--- src/rtl/spi_ram_pkg.sv ---
// Command encodings, FSM states and grant owners shared by the SPI RAM controller.
package spi_ram_pkg;

  localparam logic [1:0] CMD_WR_ADDR = 2'b00;
  localparam logic [1:0] CMD_WR_DATA = 2'b01;
  localparam logic [1:0] CMD_RD_ADDR = 2'b10;
  localparam logic [1:0] CMD_RD_DATA = 2'b11;

  typedef enum logic [1:0] {
    IDLE   = 2'd0,
    ACCESS = 2'd1,
    RDATA  = 2'd2
  } state_e;

  typedef enum logic {
    GNT_SPI  = 1'b0,
    GNT_HOST = 1'b1
  } gnt_e;

endpackage

--- src/rtl/sp_ram.sv ---
// Single-port synchronous RAM: read-first, registered output, contents never reset.
module sp_ram
  import spi_ram_pkg::*;
#(
  parameter int MEM_DEPTH = 256,
  parameter int ADDR_SIZE = 8
) (
  input  logic                 clk,
  input  logic                 we,
  input  logic [ADDR_SIZE-1:0] addr,
  input  logic [7:0]           wdata,
  output logic [7:0]           q
);

  logic [7:0] mem_q [MEM_DEPTH];

  always_ff @(posedge clk) begin
    if (we) mem_q[addr] <= wdata;
    q <= mem_q[addr];
  end

endmodule

--- src/rtl/spi_ram_ctrl.sv ---
// SPI command decoder and RAM sequencer; round-robin shares the RAM with a host port.
// Each access is IDLE -> ACCESS (-> RDATA for reads); one pending SPI slot, sticky overrun.
module spi_ram_ctrl
  import spi_ram_pkg::*;
#(
  parameter int MEM_DEPTH = 256,
  parameter int ADDR_SIZE = 8
) (
  input  logic                 clk,
  input  logic                 rst_n,
  input  logic [9:0]           din,
  input  logic                 rx_valid,
  output logic [7:0]           dout,
  output logic                 tx_valid,
  input  logic                 host_req,
  input  logic                 host_we,
  input  logic [ADDR_SIZE-1:0] host_addr,
  input  logic [7:0]           host_wdata,
  output logic                 host_gnt,
  output logic [7:0]           host_rdata,
  output logic                 host_rvalid,
  output logic                 overrun
);

  state_e               state_q, state_d;
  gnt_e                 gnt_q, gnt_d, last_q, last_d, pick;
  logic [ADDR_SIZE-1:0] wr_addr_q, wr_addr_d, rd_addr_q, rd_addr_d;
  logic                 spi_pend_q, spi_pend_d;
  logic [1:0]           spi_cmd_q, spi_cmd_d;
  logic [7:0]           spi_byte_q, spi_byte_d;
  logic [7:0]           dout_q, dout_d, host_rdata_q, host_rdata_d;
  logic                 tx_valid_q, tx_valid_d;
  logic                 host_gnt_q, host_gnt_d;
  logic                 host_rvalid_q, host_rvalid_d;
  logic                 overrun_q, overrun_d;

  logic                 spi_acc, acc_write, ram_we;
  logic [ADDR_SIZE-1:0] ram_addr;
  logic [7:0]           ram_wdata, ram_q;

  // Pointers are taken from the live registers during ACCESS, not at command capture.
  assign spi_acc   = (state_q == ACCESS) && (gnt_q == GNT_SPI);
  assign acc_write = spi_acc ? (spi_cmd_q == CMD_WR_DATA) : host_we;
  assign ram_we    = (state_q == ACCESS) && acc_write && rst_n;
  assign ram_addr  = spi_acc ? ((spi_cmd_q == CMD_WR_DATA) ? wr_addr_q : rd_addr_q) : host_addr;
  assign ram_wdata = spi_acc ? spi_byte_q : host_wdata;

  sp_ram #(
    .MEM_DEPTH(MEM_DEPTH),
    .ADDR_SIZE(ADDR_SIZE)
  ) u_ram (
    .clk  (clk),
    .we   (ram_we),
    .addr (ram_addr),
    .wdata(ram_wdata),
    .q    (ram_q)
  );

  // On a tie the requester not served last wins.
  always_comb begin
    pick = GNT_SPI;
    if (!spi_pend_q) pick = GNT_HOST;
    else if (host_req && (last_q == GNT_SPI)) pick = GNT_HOST;
  end

  always_comb begin
    state_d       = state_q;
    gnt_d         = gnt_q;
    last_d        = last_q;
    wr_addr_d     = wr_addr_q;
    rd_addr_d     = rd_addr_q;
    spi_pend_d    = spi_pend_q;
    spi_cmd_d     = spi_cmd_q;
    spi_byte_d    = spi_byte_q;
    dout_d        = dout_q;
    tx_valid_d    = tx_valid_q;
    host_gnt_d    = 1'b0;
    host_rdata_d  = host_rdata_q;
    host_rvalid_d = 1'b0;
    overrun_d     = overrun_q;

    if (rx_valid) tx_valid_d = 1'b0;

    case (state_q)
      IDLE: begin
        if (spi_pend_q || host_req) begin
          gnt_d      = pick;
          last_d     = pick;
          host_gnt_d = (pick == GNT_HOST);
          state_d    = ACCESS;
        end
      end
      ACCESS: begin
        if (spi_acc) begin
          spi_pend_d = 1'b0;
          if (acc_write) wr_addr_d = wr_addr_q + ADDR_SIZE'(1);
          else           rd_addr_d = rd_addr_q + ADDR_SIZE'(1);
        end
        state_d = acc_write ? IDLE : RDATA;
      end
      RDATA: begin
        if (gnt_q == GNT_SPI) begin
          dout_d     = ram_q;
          tx_valid_d = 1'b1;
        end else begin
          host_rdata_d  = ram_q;
          host_rvalid_d = 1'b1;
        end
        state_d = IDLE;
      end
      default: state_d = IDLE;
    endcase

    // A new command takes priority over the pointer bump / slot clear of a completing access.
    if (rx_valid) begin
      if (spi_pend_q && !spi_acc) overrun_d = 1'b1;
      case (din[9:8])
        CMD_WR_ADDR: wr_addr_d = din[ADDR_SIZE-1:0];
        CMD_RD_ADDR: rd_addr_d = din[ADDR_SIZE-1:0];
        default: begin
          spi_pend_d = 1'b1;
          spi_cmd_d  = din[9:8];
          spi_byte_d = din[7:0];
        end
      endcase
    end
  end

  always_ff @(posedge clk) begin
    if (!rst_n) begin
      state_q       <= IDLE;
      gnt_q         <= GNT_SPI;
      last_q        <= GNT_HOST;
      wr_addr_q     <= '0;
      rd_addr_q     <= '0;
      spi_pend_q    <= 1'b0;
      spi_cmd_q     <= CMD_WR_ADDR;
      spi_byte_q    <= 8'h00;
      dout_q        <= 8'h00;
      tx_valid_q    <= 1'b0;
      host_gnt_q    <= 1'b0;
      host_rdata_q  <= 8'h00;
      host_rvalid_q <= 1'b0;
      overrun_q     <= 1'b0;
    end else begin
      state_q       <= state_d;
      gnt_q         <= gnt_d;
      last_q        <= last_d;
      wr_addr_q     <= wr_addr_d;
      rd_addr_q     <= rd_addr_d;
      spi_pend_q    <= spi_pend_d;
      spi_cmd_q     <= spi_cmd_d;
      spi_byte_q    <= spi_byte_d;
      dout_q        <= dout_d;
      tx_valid_q    <= tx_valid_d;
      host_gnt_q    <= host_gnt_d;
      host_rdata_q  <= host_rdata_d;
      host_rvalid_q <= host_rvalid_d;
      overrun_q     <= overrun_d;
    end
  end

  assign dout        = dout_q;
  assign tx_valid    = tx_valid_q;
  assign host_gnt    = host_gnt_q;
  assign host_rdata  = host_rdata_q;
  assign host_rvalid = host_rvalid_q;
  assign overrun     = overrun_q;

endmodule
--- config.mk ---
export PLATFORM = sky130hd
export DESIGN_NAME = spi_ram_ctrl
export DESIGN_NICKNAME = d
export VERILOG_FILES = /design/src/rtl/spi_ram_pkg.sv /design/src/rtl/sp_ram.sv /design/src/rtl/spi_ram_ctrl.sv
export SDC_FILE = /design/constraint.sdc
export NUM_CORES = 2
export LEC_CHECK = 0
export BUFFER_PORTS_ARGS = -buffer_cell sky130_fd_sc_hd__buf_2
export CAP_MARGIN = 25
export CORE_MARGIN = 10
export CORE_UTILIZATION = 25
export CTS_CLUSTER_DIAMETER = 30
export DETAILED_ROUTE_END_ITERATION = 8
export PLACE_DENSITY = 0.35
export SLEW_MARGIN = 20
export SYNTH_ARGS = -nofsm -noshare
export SYNTH_HDL_FRONTEND = slang
export SYNTH_SLANG_ARGS = --single-unit
export TNS_END_PERCENT = 1
--- constraint.sdc ---
create_clock -name clk -period 6.55 [get_ports clk]
set_input_delay 0.655 -clock clk [delete_from_list [all_inputs] [get_ports clk]]
set_output_delay 0.655 -clock clk [all_outputs]
set_load 0.05 [all_outputs]
==> out/metrics.cfg <==
[outcome]
outcome = completed

[timing]
setup_viol = 0
min_period_over_period_pct = 73.7
setup_ws_ns = 1.72
worst_hold_slack_ns = 0.0979
finalSetupTns_ns = 0
hold_viol = 0
tightest_slew_ns = 1.12
slew_violations = 0
relSlewSlack_pct = 25.6
clock_skew_ns = 0.0672
rsz0062_at_grt = no
fin_crit_ns = 4.83
fmax_ghz = 0.207

[yosys]
syn_area_per_cell_sq_um = 20.5
synthFlopType = edfxtp_1
synth-seq-cells = 2107
synth_cells = 3945
synth_nets = 3978
synth_warnings = 0
synth-edff-count = 2048
yosysTopAreaCell = edfxtp_1
ys_types = 57
syn-cell-area_sq_um = 81000
ys_seq_area_share_pct = 77.4
synth.top_cell.area_share_pct = 75.9
synth.top_cells.by_area = edfxtp_1, mux4_2, a22oi_1
async_flop_share_pct = 0

[clock_network]
cts.path.max_buffers = 4
clk_latency_ns = 0.98
cts-resized-gates = 0
htree_levels = 5
cts_made_buffers = 485
cts.clk_slew.worst_paths_ns = 0.05
cts_sinks = 2107
cts_tree = yes
cts_root_buf = clkbuf_16

[floorplanning]
fp.dieH_um = 589
die_area_sq_um = 347000
fp-row-count = 208
die_x_um = 589
core_area_sq_um = 322000
initial_core_util_pct = 25.2
pin_count = 51

[setup_path]
cp-start-kind = flip-flop
worstPathArrival_ns = 5.62
rr_endpoint = u_ram.q[1]
r2r_start = state_q[0]
required_ns = 7.34
crit_type = flip-flop to flip-flop
crit_fanout = 48
rrSetupSlack_ns = 1.72
endpoint_kind = flip-flop
rr_worst_depth = 10

[global_routing]
grt_pass1_wl_um = 357000
antenna_found_initial = 27
overflow = 0
grt_pass1_vias = 44000
grt_max_degree = 173
globalRouteTotalUtil_pct = 14.3

[place]
portBuffers = 50
dp.final_hpwl_um = 154000
gp_congestion = 0.743
place_ws_ns = 1.55

[route]
ant_nets = 0
wire_per_inst_um = 28.1
drc = 0
vias = 41600
vias_per_cell = 4.56
drtIter0Drc = 3600
first_pass_iters = 6
wirelength_um = 257000

[cells_and_area]
fill_cells = 30700
syn2layout_area_growth_pct = 29.0
seq_area_sq_um = 62700
drive_gt1_share_pct = 31.2
multi_input_area_sq_um = 17600
num-nets-final = 4426
final_util_pct = 32.5

[min_path]
holdPathStages = 3
worstHoldPathType = input port to flip-flop
holdPathEnd = last_q
hp-start = host_req

[power]
leakagePower_nw = 33.2
powerDensity_nw_per_um2 = 409
power.total_mw = 42.8
ir_worst_vdd_uv = 227

[flow_run]
maxCapViolations = 0

[worst max-delay path: stages, from the launching register on]
cell and delay [ns]:
dfxtp_1 0.40, nor3b_4 0.45, or2_1 0.20, and2_4 0.67, buf_12 0.40, buf_4 0.37, mux4_2 0.38, a22oi_1 0.52
nand4_1 0.41, a22oi_1 0.60, nand3_1 0.15
[cell families (layout without fill, tap and decap cells)]
group	Yosys count	after routing	synth area share, %
other	0	9	0
buffers and inverters	238	1112	1.39
DFF	2107	2107	77.4
muxes	553	553	14.1
AOI/OAI and AO/OA	356	356	3.35
adders and majority gates	2	2	0.0309
xor gates and xnor gates	12	12	0.130
and+or+nand+nor	677	677	3.59
[layout make-up]
cell class | instances | share of cell area (%)
Sequential cell | 2107 | 60.0
Multi-Input combinational cell | 1600 | 16.8
Clock buffer | 547 | 12.0
Tap cell | 4305 | 5.16
Clock inverter | 366 | 4.39
Timing Repair Buffer | 193 | 1.57
Inverter | 6 | 0.0216
Antenna cell | 9 | 0.0216
[worst max-delay path by stage]
stage | endpoint | startpoint | slack [ns]
floorplan | u_ram.mem_q[0][0] | state_q[0] | 1.10
global placement | u_ram.q[7] | host_addr[0] | 1.56
detailed placement | u_ram.q[7] | host_addr[0] | 1.55
CTS | u_ram.q[7] | spi_cmd_q[0] | 1.51
global route | u_ram.q[7] | spi_cmd_q[0] | 1.42
finish | u_ram.q[1] | state_q[0] | 1.72
[what timing repair did]
item                                   CTS  global route
endpoints found under the hold margin   29             0
hold buffers                            11             0
buffers inserted                         0             0
[through the flow]
step	instance area (sq um)	std cells
5_1_grt	104000	9125
4_1_cts	104000	9116
2_1_floorplan	81000	3945
3_5_place_dp	87100	8192
6_report	104000	9133
3_3_place_gp	87100	8190
[sequential cells by signal (all words and copies together), names as in the netlist, 2 cells and up]
name         count
u_ram.mem_q   2048
dout             8
host_rdata       8
rd_addr_q        8
spi_byte_q       8
u_ram.q          8
wr_addr_q        8
spi_cmd_q        2
state_q          2
[cell usage in the layout (no fill, tap or decap), types with 10 or more instances in the layout]
cell,synthesis,final
a22o_1,10,10
nand4_1,64,64
inv_6,0,12
buf_12,0,20
mux4_2,472,472
nand2_2,0,17
a21boi_1,10,10
bufinv_16,0,87
buf_4,14,110
clkinvlp_4,0,68
nand3_1,61,61
clkinv_1,0,69
a22oi_1,169,169
a31oi_1,10,10
dfxtp_1,59,59
a32o_1,12,12
nor2_1,313,313
clkbuf_16,0,492
clkinv_16,0,12
a222oi_1,28,28
a21boi_0,24,24
clkinv_4,0,19
a211oi_1,12,12
edfxtp_1,2048,2048
a21oi_1,28,27
clkinv_2,0,93
clkbuf_1,112,52
dlygate4sd3_1,0,11
nand2b_1,11,10
buf_2,76,50
nand2_1,194,169
mux2i_1,75,74
[synthesized netlist by cell type, types with 3 or more instances]
cell type and instances:
a21boi_1 10, buf_2 76, o211ai_1 3, a22o_1 10, clkbuf_1 112, o31ai_1 6, xnor2_1 5, nand3_1 61
inv_1 6, a211oi_1 12, nand4_1 64, or3_1 3, buf_4 14, a31oi_1 10, nand2_1 194, mux2_2 5
a22oi_1 169, a21boi_0 24, edfxtp_1 2048, a32o_1 12, a221oi_1 9, and2_1 3, mux2i_1 75, nand3b_1 4
dfxtp_1 59, a32oi_1 8, and3_1 3, nor3_1 8, nand2b_1 11, nor2_1 313, o32ai_1 6, buf_1 19
mux4_2 472, xor2_1 7, a21o_1 3, a311oi_1 4, a21oi_1 28, o21ai_0 7, a222oi_1 28, buf_6 11
[power breakdown]
group          switching, mW  internal [mW]
clock network           7.87           17.1
logic                   1.77          0.919
registers             0.0690           15.0
total                   9.70           33.1
[per-layer routing]
metal | share of wire (%) | track usage (%) | routed length [um] | up-vias
met3 | 5.7 | 3.40 | 14700 | 432
met5 | 0.026 | 0 | 68 | -
met4 | 2.8 | 4.47 | 7140 | 10
met1 | 45 | 19.6 | 115000 | 22300
li1 | - | - | - | 17600
met2 | 47 | 22.6 | 120000 | 1285
No activity file was read; power rests on OpenSTA's default activity.
